`src/rtl/tag_serializer_pkg.sv`:
```
// Shared constants and types for the tag record serializer.
// A FIFO entry is {lost_flag, record}, sent as six bytes MSB first.
package tag_serializer_pkg;

    localparam int unsigned REC_W         = 47;
    localparam int unsigned WORD_W        = 48;
    localparam int unsigned BYTES_PER_REC = 6;
    localparam logic [15:0] LOST_MAX      = 16'hFFFF;

    typedef enum logic {IDLE, SEND} ser_state_e;

endpackage

```
`src/rtl/record_fifo.sv`:
```
// Synchronous FIFO of tag record entries with first-word-fall-through read data.
// The pointers carry one extra bit so that full and empty can be told apart.
module record_fifo
    import tag_serializer_pkg::*;
#(
    parameter int unsigned DEPTH_LOG2 = 4,
    parameter int unsigned WIDTH      = WORD_W
) (
    input  logic                  clk,
    input  logic                  reset_n,
    input  logic                  wr_en,
    input  logic [WIDTH-1:0]      wr_data,
    input  logic                  rd_en,
    output logic [WIDTH-1:0]      rd_data,
    output logic [DEPTH_LOG2:0]   count,
    output logic                  full,
    output logic                  empty
);

    localparam int unsigned DEPTH = 1 << DEPTH_LOG2;

    logic [WIDTH-1:0]    mem_q [DEPTH];
    logic [DEPTH_LOG2:0] wr_ptr_q;
    logic [DEPTH_LOG2:0] rd_ptr_q;
    logic                do_wr;
    logic                do_rd;

    assign do_wr = wr_en && !full;
    assign do_rd = rd_en && !empty;

    always_ff @(posedge clk) begin
        if (!reset_n) begin
            wr_ptr_q <= '0;
            rd_ptr_q <= '0;
        end else begin
            if (do_wr) begin
                wr_ptr_q <= wr_ptr_q + (DEPTH_LOG2 + 1)'(1);
            end
            if (do_rd) begin
                rd_ptr_q <= rd_ptr_q + (DEPTH_LOG2 + 1)'(1);
            end
        end
    end

    // Storage needs no reset; only the pointers define what is valid.
    always_ff @(posedge clk) begin
        if (do_wr) begin
            mem_q[wr_ptr_q[DEPTH_LOG2-1:0]] <= wr_data;
        end
    end

    assign rd_data = mem_q[rd_ptr_q[DEPTH_LOG2-1:0]];
    assign count   = wr_ptr_q - rd_ptr_q;
    assign full    = count[DEPTH_LOG2];
    assign empty   = (count == '0);

endmodule

```
`src/rtl/tag_record_serializer.sv`:
```
// Buffers tag records from the event tagger and streams each one as six bytes.
// Records arriving while the FIFO is full are dropped, counted and flagged in-band.
module tag_record_serializer #(
    parameter int unsigned DEPTH_LOG2 = 4,
    parameter int unsigned REC_W      = tag_serializer_pkg::REC_W
) (
    input  logic                  clk,
    input  logic                  reset_n,
    input  logic                  data_rdy,
    input  logic [REC_W-1:0]      data,
    output logic                  byte_valid,
    output logic [7:0]            byte_out,
    input  logic                  byte_ready,
    output logic [DEPTH_LOG2:0]   fifo_count,
    output logic [15:0]           lost_count
);

    import tag_serializer_pkg::*;

    localparam int unsigned ENTRY_W  = REC_W + 1;
    localparam logic [2:0]  LAST_IDX = 3'(BYTES_PER_REC - 1);

    ser_state_e         state_q;
    logic [ENTRY_W-1:0] shift_q;
    logic [2:0]         idx_q;
    logic               lost_pending_q;

    logic               fifo_full;
    logic               fifo_empty;
    logic [ENTRY_W-1:0] fifo_rd_data;
    logic               push;
    logic               pop;
    logic               last_accept;

    // Full is judged on the pre-edge count, so a same-edge pop never rescues a write.
    assign push        = data_rdy && !fifo_full;
    assign last_accept = (state_q == SEND) && byte_ready && (idx_q == LAST_IDX);
    assign pop         = !fifo_empty && ((state_q == IDLE) || last_accept);

    record_fifo #(
        .DEPTH_LOG2 (DEPTH_LOG2),
        .WIDTH      (ENTRY_W)
    ) u_fifo (
        .clk     (clk),
        .reset_n (reset_n),
        .wr_en   (push),
        .wr_data ({lost_pending_q, data}),
        .rd_en   (pop),
        .rd_data (fifo_rd_data),
        .count   (fifo_count),
        .full    (fifo_full),
        .empty   (fifo_empty)
    );

    assign byte_out = shift_q[ENTRY_W-1 -: 8];

    always_ff @(posedge clk) begin
        if (!reset_n) begin
            state_q        <= IDLE;
            shift_q        <= '0;
            idx_q          <= '0;
            byte_valid     <= 1'b0;
            lost_pending_q <= 1'b0;
            lost_count     <= '0;
        end else begin
            if (data_rdy) begin
                if (fifo_full) begin
                    lost_pending_q <= 1'b1;
                    if (lost_count != LOST_MAX) begin
                        lost_count <= lost_count + 16'd1;
                    end
                end else begin
                    lost_pending_q <= 1'b0;
                end
            end

            unique case (state_q)
                IDLE: begin
                    if (!fifo_empty) begin
                        shift_q    <= fifo_rd_data;
                        idx_q      <= '0;
                        byte_valid <= 1'b1;
                        state_q    <= SEND;
                    end
                end
                SEND: begin
                    if (byte_ready) begin
                        if (idx_q != LAST_IDX) begin
                            shift_q <= {shift_q[ENTRY_W-9:0], 8'h00};
                            idx_q   <= idx_q + 3'd1;
                        end else if (!fifo_empty) begin
                            // Back-to-back records: reload without an idle bubble.
                            shift_q <= fifo_rd_data;
                            idx_q   <= '0;
                        end else begin
                            byte_valid <= 1'b0;
                            state_q    <= IDLE;
                        end
                    end
                end
                default: state_q <= IDLE;
            endcase
        end
    end

endmodule
```
`config.mk`:
```
export PLATFORM = sky130hd
export DESIGN_NAME = tag_record_serializer
export DESIGN_NICKNAME = d
export VERILOG_FILES = /design/src/rtl/tag_serializer_pkg.sv /design/src/rtl/record_fifo.sv /design/src/rtl/tag_record_serializer.sv
export SDC_FILE = /design/constraint.sdc
export NUM_CORES = 1
export LEC_CHECK = 0
export CAP_MARGIN = 15
export CORE_ASPECT_RATIO = 0.75
export CORE_MARGIN = 8
export CORE_UTILIZATION = 55
export CTS_CLUSTER_SIZE = 30
export DETAILED_ROUTE_END_ITERATION = 12
export PLACE_DENSITY = 0.81
export SLEW_MARGIN = 40
export SYNTH_ARGS = -nofsm -noshare
export SYNTH_HDL_FRONTEND = slang
export SYNTH_SLANG_ARGS = --single-unit
```
`constraint.sdc`:
```
create_clock -name clk -period 7.6 [get_ports clk]
set_input_delay 2.28 -clock clk [delete_from_list [all_inputs] [get_ports clk]]
set_output_delay 2.28 -clock clk [all_outputs]
set_load 0.005 [all_outputs]
```
==> results.py <==
metrics = {
    "detailed_routing": {
        "drc": 0,
        "firstDrtPassIters": 10,
        "drt-initial-drc-count": 2389,
        "wire_per_inst_um": 29.0,
        "antenna_left": 0,
        "avgViaCountPerCell": 6.58,
        "vias": 17156,
        "postRouteWirelength_um": 75500,
    },
    "timing": {
        "rsz0062_at_grt": "false",
        "worst_pin_slew_ns": 0.865,
        "hold_ws_ns": 0.508,
        "slew_violations": 0,
        "setup_ws_ns": 2.46,
        "relSlewSlack": 0.423,
        "fin_setup_tns_ns": 0,
        "hold_violations": 0,
        "fin_crit_sh": 0.676,
        "skew_ns": 0.0228,
        "setup_viol": 0,
        "finalCriticalPeriod_ns": 5.14,
        "max_freq_mhz": 195,
    },
    "min_path": {
        "worstHoldPathType": "flop to flop",
    },
    "pwr": {
        "p_leak_nw": 11.6,
        "clkPwrFrac": 0.323,
        "p_total_mw": 12.1,
        "p_seq_frac": 0.464,
        "p_sw_mw": 3.34,
        "p_per_area_nw_per_um2": 322,
        "switching_share": 0.276,
        "p_int_mw": 8.74,
        "peakVddDrop_v": 0.000207,
        "power_frac_comb": 0.213,
    },
    "synthesis": {
        "yosys.area_share.xor_xnor": 0.00635,
        "synthAdderAreaFrac": 0.00517,
        "synthFlopType": "edfxtp_1",
        "async_flop_share": 0,
        "synthSimpleGateAreaFrac": 0.0327,
        "synth_top_family_by_area": "multiplexers",
        "synth_area_per_cell_um2": 19.9,
        "yosysSeqAreaShare": 0.752,
        "synthCells": 1652,
        "synth_compound_area_frac": 0.0397,
        "synth_area_um2": 32900,
        "synth_mux_area_frac": 0.147,
        "ys_top_cells_by_area": "edfxtp_1, mux4_2, dfxtp_1",
        "synth_edf_count": 768,
        "synth_nets": 1716,
        "synth.distinct_cells": 47,
        "synth_top_area_frac": 0.700,
        "yosysWarnings": 0,
        "ys_ff_latch": 852,
        "yosysTopAreaCell": "edfxtp_1",
    },
    "clocking": {
        "post_cts_buffers": 0,
        "cts-root-buf": "clkbuf_16",
        "clk_pin_slew_ns": 0.06,
        "clock_path_buffers": 3,
        "clkSinkCount": 852,
        "cts_resized": 0,
        "h-tree-depth": 3,
        "cts_buffers": 77,
        "cts_tree": "done",
        "holdBufCountCts": 0,
        "insertion_delay_ns": 0.63,
    },
    "status": {
        "status": "completed",
    },
    "placed_design": {
        "post-place-ws_ns": 2.33,
        "place_congestion": 0.792,
        "hpwlAfterDp_um": 44300,
        "port_buffers": 80,
    },
    "critical_path": {
        "r2r_setup_slack_ns": 3.42,
        "crit_fanout": 5,
        "cp-end-kind": "output pin",
        "worstPathRequired_ns": 5.32,
        "cp-start-kind": "flop",
        "cp.arrival_ns": 2.86,
        "critPathKind": "flop to output pin",
    },
    "cells_and_area": {
        "drive_above_1_share": 0.212,
        "nNetsFinal": 1819,
        "area_delta_synth_final_pct": 13.8,
        "antenna_cells": 0,
    },
    "die": {
        "die_y_um": 228,
        "dieWidth_um": 299,
        "core_um2": 59100,
        "die_area_um2": 68000,
        "initial_core_util": 0.557,
        "num_rows": 77,
        "ioPinCount": 81,
    },
    "global_routing": {
        "grt_max_degree": 118,
        "track_usage": 0.217,
        "grt_pass1_vias": 16889,
        "grt_overflow": 0,
        "antenna_found_initial": 2,
        "grt_pass1_wl_um": 112000,
    },
    "flow_run": {
        "drv_cap": 0,
    },
}
[cells in the mapped netlist, types with 2 or more instances]
library cell	count
a211oi_1	43
a21o_1	3
a21oi_1	68
a222oi_1	34
a22oi_1	19
and3_1	2
buf_1	4
buf_2	25
buf_4	20
buf_6	4
clkbuf_1	52
dfxtp_1	84
edfxtp_1	768
ha_1	12
inv_1	11
mux2i_1	49
mux4_2	193
nand2_1	31
nand2b_1	10
nand3_1	13
nand3b_1	3
nand4_1	5
nor2_1	88
nor2b_1	44
nor3_1	7
nor3b_1	2
nor4_1	9
o21ai_0	9
or3_1	2
xnor2_1	18
xor2_1	4
[area by class of cell]
cell class | instances | area [um^2]
inverter | 13 | 48.8
clock inverter | 34 | 349
multi-input combinational | 682 | 7730
clock buffer | 106 | 2200
fill | 3670 | 21600
sequential | 852 | 24800
tap | 790 | 988
timing repair buffer | 129 | 1400
[logic make-up (layout without fill, tap and decap cells)]
group | count (synthesis) | after routing
flip-flops | 852 | 852
AND/OR/NAND/NOR | 221 | 221
adder cells (fa/ha/maj) | 13 | 13
XOR/XNOR | 23 | 23
multiplexers | 242 | 242
buffers and inverters | 118 | 282
AO/OA/AOI/OAI | 183 | 183
[worst paths after layout]
| check | startpoint | endpoint | cells after the start |
|---|---|---|---|
| setup / recovery | u_fifo.wr_ptr_q[0] | fifo_count[4] | 8 |
| setup reg to reg | u_fifo.wr_ptr_q[0] | u_fifo.mem_q[12][4] | 11 |
| hold / removal | shift_q[14] | shift_q[14] | 2 |
| hold reg to reg | shift_q[14] | shift_q[14] | 2 |
[layer usage]
| layer | vias up | part of all wire | global-route usage |
|---|---|---|---|
| li1 | 6981 | - | - |
| met1 | 8910 | 0.41 | 0.325 |
| met2 | 1133 | 0.46 | 0.325 |
| met3 | 130 | 0.11 | 0.0535 |
| met4 | 2 | 0.019 | 0.0498 |
| met5 | - | 0.00017 | 0 |
[registers in the layout (all words and copies together), names as in the netlist, named ones only]
register	cells
u_fifo.wr_ptr_q	5
shift_q	48
lost_count	16
idx_q	3
byte_valid	1
u_fifo.mem_q	768
lost_pending_q	1
state_q	1
u_fifo.rd_ptr_q	5
[power groups by stage]
stage	combinational (mW)	clock, mW	sequential [mW]
2_1_floorplan	1.77	0	5.62
3_3_place_gp	2.36	0	5.72
3_5_place_dp	2.51	0	5.69
4_1_cts	2.56	3.94	5.60
5_1_grt	2.74	4.11	5.62
6_report	2.57	3.90	5.61
[layout by cell type (no fill, tap or decap), types with 8 or more instances in the layout]
cell,Yosys,final
ha_1,12,12
a211oi_1,43,43
nor2_1,88,76
mux2i_1,49,49
nor2_4,0,12
buf_4,20,31
clkdlybuf4s50_1,0,80
buf_8,0,8
a222oi_1,34,34
xnor2_1,18,18
clkinv_1,1,10
dfxtp_1,84,80
clkbuf_16,0,81
clkbuf_1,52,17
nor2b_1,44,44
edfxtp_1,768,768
nand2b_1,10,10
a22oi_1,19,19
nor4_1,9,9
o21ai_0,9,9
nand2_1,31,31
clkbuf_8,0,8
clkinv_2,0,10
inv_1,11,10
mux4_2,193,193
a21oi_1,68,67
nand3_1,13,13
[through the flow]
stage               cell area [um^2]  std cells   util
detailed placement             34900       2465  0.591
floorplan                      32900       1652      -
CTS                            37500       2605  0.634
global route                   37500       2606  0.635
finish                         37500       2606  0.635
global placement               34600       2450  0.586
[critical path, stage by stage, from the launching register on]
cell	delay, ns
dfxtp_1	0.42
inv_1	0.13
ha_1	0.22
fa_1	0.40
nand2b_1	0.18
a21oi_2	0.17
xor2_2	0.09
inv_2	0.11
clkdlybuf4s50_1	0.53
No activity file was read; power rests on OpenSTA's default activity.
